### src/rtl/terminal_write_engine.sv
// Character-terminal write engine: buffers CPU bytes, moves the hardware cursor,
// and issues VRAM writes for printing, backspace, scrolling and full-screen clear.
module terminal_write_engine #(
   parameter int COLS           = 40,
   parameter int ROWS           = 24,
   parameter int FIFO_DEPTH     = 4,
   parameter int CLEAR_ON_RESET = 1,
   parameter int COL_W          = $clog2(COLS),
   parameter int ROW_W          = $clog2(ROWS)
) (
   input  logic                   sys_clock,
   input  logic                   reset,
   input  logic                   cpu_clken,
   input  logic                   wr_en,
   input  logic [7:0]             din,
   input  logic                   clr_screen,
   output logic                   ready,
   output logic                   busy,
   output logic                   vram_w_en,
   output logic [ROW_W+COL_W-1:0] vram_w_addr,
   output logic [5:0]             vram_din,
   output logic [ROW_W-1:0]       start_row,
   output logic [ROW_W-1:0]       cursor_row,
   output logic [COL_W-1:0]       cursor_col,
   output logic [1:0]             dbg_state_o
);

   typedef enum logic [1:0] {S_IDLE, S_EXEC, S_SCROLL, S_CLEAR} state_t;

   localparam int PTR_W = $clog2(FIFO_DEPTH);
   localparam int AW    = ROW_W + COL_W;
   localparam logic [COL_W-1:0] COLS_M1   = COL_W'(COLS - 1);
   localparam logic [ROW_W-1:0] ROWS_M1   = ROW_W'(ROWS - 1);
   localparam logic [ROW_W:0]   ROWS_EXT  = (ROW_W+1)'(ROWS);
   localparam logic [PTR_W:0]   DEPTH_EXT = (PTR_W+1)'(FIFO_DEPTH);
   localparam logic [5:0]       SPACE     = 6'd32;

   state_t           state_q, state_d;
   logic [7:0]       fifo_mem_q [FIFO_DEPTH];
   logic [PTR_W-1:0] wptr_q, rptr_q;
   logic [PTR_W:0]   count_q;
   logic [7:0]       char_q, char_d;
   logic [ROW_W-1:0] start_row_q, start_row_d;
   logic [ROW_W-1:0] cur_row_q, cur_row_d;
   logic [COL_W-1:0] cur_col_q, cur_col_d;
   logic [ROW_W-1:0] cnt_row_q, cnt_row_d;
   logic [COL_W-1:0] cnt_col_q, cnt_col_d;
   logic             we_q, we_d;
   logic [AW-1:0]    waddr_q, waddr_d;
   logic [5:0]       wdata_q, wdata_d;

   logic             full, empty, push, pop, flush, line_adv;
   logic [ROW_W:0]   phys_sum;
   logic [ROW_W-1:0] phys_row, start_row_inc;
   logic [COL_W-1:0] col_dec;

   assign full          = (count_q == DEPTH_EXT);
   assign empty         = (count_q == '0);
   assign ready         = ~full & (state_q != S_CLEAR);
   assign busy          = (state_q != S_IDLE) | ~empty;
   assign push          = cpu_clken & wr_en & ready;
   assign phys_sum      = {1'b0, start_row_q} + {1'b0, cur_row_q};
   assign phys_row      = (phys_sum >= ROWS_EXT) ? ROW_W'(phys_sum - ROWS_EXT) : phys_sum[ROW_W-1:0];
   assign start_row_inc = (start_row_q == ROWS_M1) ? '0 : start_row_q + ROW_W'(1);
   assign col_dec       = cur_col_q - COL_W'(1);

   assign vram_w_en   = we_q;
   assign vram_w_addr = waddr_q;
   assign vram_din    = wdata_q;
   assign start_row   = start_row_q;
   assign cursor_row  = cur_row_q;
   assign cursor_col  = cur_col_q;
   assign dbg_state_o = state_q;

   always_comb begin
      state_d     = state_q;
      char_d      = char_q;
      start_row_d = start_row_q;
      cur_row_d   = cur_row_q;
      cur_col_d   = cur_col_q;
      cnt_row_d   = cnt_row_q;
      cnt_col_d   = cnt_col_q;
      we_d        = 1'b0;
      waddr_d     = waddr_q;
      wdata_d     = wdata_q;
      pop         = 1'b0;
      flush       = 1'b0;
      line_adv    = 1'b0;
      if (clr_screen) begin
         // A clear request pre-empts any operation and restarts the sweep.
         state_d     = S_CLEAR;
         flush       = 1'b1;
         start_row_d = '0;
         cur_row_d   = '0;
         cur_col_d   = '0;
         cnt_row_d   = '0;
         cnt_col_d   = '0;
      end else begin
         case (state_q)
            S_IDLE: begin
               if (!empty) begin
                  pop     = 1'b1;
                  char_d  = fifo_mem_q[rptr_q];
                  state_d = S_EXEC;
               end
            end
            S_EXEC: begin
               state_d = S_IDLE;
               case (char_q)
                  8'h0D, 8'h8D: begin
                     cur_col_d = '0;
                     line_adv  = 1'b1;
                  end
                  8'h08, 8'h88: begin
                     if (cur_col_q != '0) begin
                        cur_col_d = col_dec;
                        we_d      = 1'b1;
                        waddr_d   = {phys_row, col_dec};
                        wdata_d   = SPACE;
                     end
                  end
                  8'h00, 8'h0A, 8'h7F, 8'h9B: ;
                  default: begin
                     we_d    = 1'b1;
                     waddr_d = {phys_row, cur_col_q};
                     wdata_d = {~char_q[6], char_q[4:0]};
                     if (cur_col_q == COLS_M1) begin
                        cur_col_d = '0;
                        line_adv  = 1'b1;
                     end else begin
                        cur_col_d = cur_col_q + COL_W'(1);
                     end
                  end
               endcase
               if (line_adv) begin
                  if (cur_row_q != ROWS_M1) begin
                     cur_row_d = cur_row_q + ROW_W'(1);
                  end else begin
                     // The old top row becomes the new bottom row and is blanked.
                     start_row_d = start_row_inc;
                     cnt_row_d   = start_row_q;
                     cnt_col_d   = '0;
                     state_d     = S_SCROLL;
                  end
               end
            end
            S_SCROLL: begin
               we_d    = 1'b1;
               waddr_d = {cnt_row_q, cnt_col_q};
               wdata_d = SPACE;
               if (cnt_col_q == COLS_M1) state_d = S_IDLE;
               else cnt_col_d = cnt_col_q + COL_W'(1);
            end
            S_CLEAR: begin
               we_d    = 1'b1;
               waddr_d = {cnt_row_q, cnt_col_q};
               wdata_d = SPACE;
               if (cnt_col_q == COLS_M1) begin
                  cnt_col_d = '0;
                  if (cnt_row_q == ROWS_M1) begin
                     cnt_row_d = '0;
                     state_d   = S_IDLE;
                  end else begin
                     cnt_row_d = cnt_row_q + ROW_W'(1);
                  end
               end else begin
                  cnt_col_d = cnt_col_q + COL_W'(1);
               end
            end
            default: state_d = S_IDLE;
         endcase
      end
   end

   always_ff @(posedge sys_clock or posedge reset) begin
      if (reset) begin
         state_q     <= (CLEAR_ON_RESET != 0) ? S_CLEAR : S_IDLE;
         char_q      <= '0;
         start_row_q <= '0;
         cur_row_q   <= '0;
         cur_col_q   <= '0;
         cnt_row_q   <= '0;
         cnt_col_q   <= '0;
         we_q        <= 1'b0;
         waddr_q     <= '0;
         wdata_q     <= '0;
      end else begin
         state_q     <= state_d;
         char_q      <= char_d;
         start_row_q <= start_row_d;
         cur_row_q   <= cur_row_d;
         cur_col_q   <= cur_col_d;
         cnt_row_q   <= cnt_row_d;
         cnt_col_q   <= cnt_col_d;
         we_q        <= we_d;
         waddr_q     <= waddr_d;
         wdata_q     <= wdata_d;
      end
   end

   always_ff @(posedge sys_clock or posedge reset) begin
      if (reset) begin
         wptr_q  <= '0;
         rptr_q  <= '0;
         count_q <= '0;
      end else if (flush) begin
         wptr_q  <= '0;
         rptr_q  <= '0;
         count_q <= '0;
      end else begin
         if (push) wptr_q <= wptr_q + PTR_W'(1);
         if (pop)  rptr_q <= rptr_q + PTR_W'(1);
         case ({push, pop})
            2'b10:   count_q <= count_q + (PTR_W+1)'(1);
            2'b01:   count_q <= count_q - (PTR_W+1)'(1);
            default: count_q <= count_q;
         endcase
      end
   end

   always_ff @(posedge sys_clock) begin
      if (push && !flush) fifo_mem_q[wptr_q] <= din;
   end

endmodule

### config.mk
export PLATFORM = sky130hd
export DESIGN_NAME = terminal_write_engine
export DESIGN_NICKNAME = d
export VERILOG_FILES = /design/src/rtl/terminal_write_engine.sv
export SDC_FILE = /design/constraint.sdc
export NUM_CORES = 1
export LEC_CHECK = 0
export ABC_AREA = 1
export CAP_MARGIN = 30
export CORE_UTILIZATION = 50
export DETAILED_ROUTE_END_ITERATION = 6
export PLACE_DENSITY = 0.71
export SKIP_CTS_REPAIR_TIMING = 1
export SYNTH_ARGS = -nofsm -noshare
export SYNTH_HDL_FRONTEND = slang
export SYNTH_SLANG_ARGS = --single-unit
### constraint.sdc
create_clock -name sys_clock -period 2.6 [get_ports sys_clock]
set_input_delay 0.65 -clock sys_clock [delete_from_list [all_inputs] [get_ports sys_clock]]
set_output_delay 0.65 -clock sys_clock [all_outputs]
set_load 0.05 [all_outputs]
# After elaboration in Yosys (flattened, before gate mapping)
# Memory sizes are Yosys's and may differ from the RTL's. A register that Yosys moved wholly into a read port is not among the register bits.
# Cells that the tools add are included.
[totals]
ff_bits = 54
latch_bits = 0
ramBits = 32
mem_bits_ro = 0
out_inout_bits = 38
n_memories = 1
[classes]
add_sub_neg = 12
n_mul = 0
n_div = 0
magnitude_cmp = 1
n_eq_ne = 31
n_shift = 0
mux = 61
n_bitwise = 8
reduce_logical = 30
[mem_list]
columns = ["memory", "words", "word_bits", "rd", "rd_ports_with_merged_regs", "write_ports", "line_no", "text"]
rows = [
  ["fifo_mem_q", 4, 8, 1, 1, 1, "39", "logic [7:0] fifo_mem_q [FIFO_DEPTH];"],
]
[ops]
columns = ["operator", "count"]
rows = [
  ["$mux 5", 15],
  ["$mux 6", 10],
  ["$pmux 11 s2", 2],
  ["$pmux 6 s3", 2],
  ["$ne 3x3->1 const B", 9],
  ["$eq 8x4->1 const B", 3],
  ["$eq 8x8->1 const B", 3],
  ["$pmux 6 s2", 2],
  ["$mux 2", 11],
  ["$reduce_and 4->1", 4],
  ["$add 5x1->5 const B", 3],
  ["$reduce_bool 2->1", 7],
  ["$add 6x1->6 const B", 2],
  ["$eq 6x6->1 const B", 2],
  ["$reduce_and 3->1", 4],
  ["$reduce_or 6->1", 2],
  ["$mux 1", 11],
  ["$mux 11", 1],
  ["$eq 5x5->1 const B", 2],
  ["$pmux 5 s2", 1],
  ["$eq 8x7->1 const B", 1],
  ["$logic_not 8->1", 1],
  ["$ne 2x2->1 const B", 4],
  ["$pmux 2 s4", 1],
  ["26 further kinds", 40],
]

# Depth between registers and ports, before layout
[logic_depth]
word_depth = 8
mapped_depth = 13
mapped_depth_nobuf = 13

# Worst setup path after synthesis
# Ideal clock, no wire load.
[synth_path]
path_kind = "input to register"
start = "input clr_screen"
end = "memory fifo_mem_q[0][0], enable pin"
t_arrival_ns = 1.822
required_time_ns = 2.229
slack_ns = 0.408
stages = 6
path_cell_list = "buf_4 inv_1 buf_2 buf_2 nand2_1 nor2_1"
[synth_via]
elab_chain_len = 5
[synth_lines]
columns = ["item", "line_no", "text"]
rows = [
  ["start, declared", "16", "input logic clr_screen,"],
  ["$mux 1", "89", "if (clr_screen) begin"],
  ["$logic_not 1->1", "222", "if (push && !flush) fifo_mem_q[wptr_q] <= din;"],
  ["$logic_and 1x1->1", "222", ""],
  ["$mux 1", "222", ""],
  ["$mux 1 (implied by the code)", "222", ""],
  ["end, declared", "39", ""],
]
# Every way passes these cells.

# Final worst setup path
[layout_path]
start = "register state_q[1], in the netlist dbg_state_o[1]"
end = "output dbg_state_o[1]"
[layout_rtl]
columns = ["item", "line_no", "text"]
rows = [
  ["start, declared", "38", "state_t state_q, state_d;"],
  ["start signal, assigned", "177", "state_q <= (CLEAR_ON_RESET != 0) ? S_CLEAR : S_IDLE;"],
  ["start signal, assigned", "188", "state_q <= state_d;"],
  ["end, declared", "25", "output logic [1:0] dbg_state_o"],
]
# No word-level cell between the ends.

==> reports/results.ini <==
[final_layout]
drive_gt1_share_pct = 13.9
n_fill_cell = 907
antenna_cells = 0
utilization_pct = 59.5
areaGrowthSynthToFinish_pct = 16.4
final_common_cell = nand2_1
layout.area.seq_mm2 = 0.00251
multiInputGateArea_mm2 = 0.00237
nNetsFinal = 705
layout_common_cells = 129 x nand2_1, 67 x nor2_1, 60 x dfrtp_1

[timing]
fin_crit_ps = 2430
timing.final.ws_setup_ps = 169
hold_violations = 0
whs_ps = 489
skew_ps = 11.1
min_period_over_period_pct = 93.5
slew_headroom_pct = 65.9
drv_slew = 0
tightestPinTransition_ps = 509
finalSetupViolations = 0
finalSetupTns_ps = 0
fmax_mhz = 411
rsz0062_at_grt = false

[detailed_routing]
wl_per_cell_um = 13.7
drc_errors = 0
via_count = 4230
wl_um = 11100
route.met3.wl_um = 350
drtIter0Drc = 220
wl_met2_um = 5290
dr.pass1.iters = 5
drtAntennaViolNets = 0
wl_met1_um = 5340
via_per_inst = 5.22
top_layer = met4

[global_routing]
grt_pass1_vias = 4016
grt_pass1_wl_um = 19200
grt_overflow = 0
antenna_found_initial = 0
grtUsageTotal_pct = 22.0
grt_start_max_net_pins = 63

[synthesis]
synth_seq_cells = 94
netlist_instances = 611
yosys-top-cells-area = dfrtp_1 29%, edfxtp_1 18%, nand2_1 9.2%
syn_avg_cell_area_um2 = 8.60
syn-num-nets = 647
netlist_area_mm2 = 0.00525
synth_top_area_share_pct = 28.6
ys_warn_count = 0
synth_cell_types = 40
yosys.area.top_type = dfrtp_1
seq_area_frac_synth_pct = 47.9

[clock_tree]
clk_latency_ps = 380
htree_levels = 3
clockBufferDepth = 2
ctsRootBufferMaster = clkbuf_8
cts_tree = done
clkSinkCount = 94
cts_buffers = 9
clk_pin_slew_ps = 100

[die]
dieArea_mm2 = 0.0109
die_h_um = 105
core-area_mm2 = 0.0103
rows = 37
ios = 51
die_width_um = 105
initial_core_util_pct = 51.1

[critical_path]
crit_required_ps = 1950
worst-path-buf-inv = 1
critical_path_class = flip-flop to output port
cp_top_family = buffers and inverters
cp_cell_sequence = clkdlybuf4s50_1
endpoint_kind = output port
worstSetupStartpointType = flip-flop
cp_slowest_stage_delay_ps = 820
worstPathArrival_ps = 1780
slowest_stage = clkdlybuf4s50_1
worstPathMaxFanout = 5

[place]
pre_cts_ws_ps = 285
numPortBuffers = 50
dp_hpwl_um = 7950
gp_congestion = 0.874

[power_and_ir_drop]
cellLeakagePower_nw = 2.73
power.density_mw_per_mm2 = 982
peakVddDrop_mv = 0.524

[worst_hold_path]
holdCritPathClass = flip-flop to flip-flop

[flow_run]
max-cap-violations = 0

[status]
status = finished, final reports clean

## cells in the mapped netlist, drive strengths merged
cell,instances
inv,65
buf,9
nand4,4
nand3,38
o32ai,1
a31oi,1
dfstp,2
nand2,157
o22ai,20
o21ai,74
mux2i,3
or2,1
nor3,9
o31ai,1
xnor2,1
edfxtp,32
nor2,74
a21oi,16
nand3b,2
dfrtp,60
nor3b,1
nor4,1
fa,2
xor2,7
ha,21
clkbuf,6
o211ai,2
a211oi,1
## state kept, by name, indices dropped and copies added (netlist names), 5 cells and up
register / flops
fifo_mem_q: 32
cursor_row: 5
cursor_col: 6
vram_w_addr: 11
cnt_row_q: 5
char_q: 8
cnt_col_q: 6
vram_din: 6
start_row: 5
## power breakdown
part | switching, W | leakage [nW] | internal, W
Sequential | 0.000306 | 1.11 | 0.00184
Clock | 0.000580 | 0.103 | 0.000469
Combinational | 0.00188 | 1.52 | 0.000930
Total | 0.00277 | 2.73 | 0.00324
## metrics by stage
stage	area [µm²]	instances	total power (W)
2_1_floorplan	5250	611	0.00425
3_3_place_gp	5900	794	0.00493
3_5_place_dp	5900	794	0.00498
4_1_cts	6120	810	0.00604
5_1_grt	6120	810	0.00641
6_report	6120	810	0.00601
## final timing paths
| check | endpoint | cells past startpoint | slack (ps) | from |
|---|---|---|---|---|
| worst max-delay path | dbg_state_o[1] | 1 | 170 | dbg_state_o[1] |
| worst min-delay path | cnt_row_q[4] | 2 | 490 | cnt_row_q[4] |
| worst max register to register | count_q[1] | 8 | 430 | dbg_state_o[1] |
| worst min register to register | cnt_row_q[4] | 2 | 490 | cnt_row_q[4] |
| max in group asynchronous | dbg_state_o[1] | 3 | 1620 | reset |
| min in group asynchronous | char_q[3] | 3 | 610 | reset |
## final cells by class
type	instances	share of cell area, %
clock inverters	7	1.51
flip-flops and latches	94	41.1
multi-input cells	437	38.8
well taps	136	2.78
repair buffers	62	9.78
inverters	65	3.99
clock buffers	9	2.02
## cell families after synthesis
| group | share of synthesized area (%) |
|---|---|
| fa+ha+maj | 5.76 |
| xor+xnor | 1.33 |
| flops | 47.9 |
| simple gates | 24.6 |
| buf+inv | 6.95 |
| compound gates | 12.9 |
| mux | 0.572 |
## metal layers
metal  global-route usage, %  vias to the layer above
met5                       0                        -
li1                        -                     2146
met1                    30.4                     1991
met3                    3.26                        9
met2                    36.0                       84
met4                    6.43                        0
(Power assumes the default switching activity.)
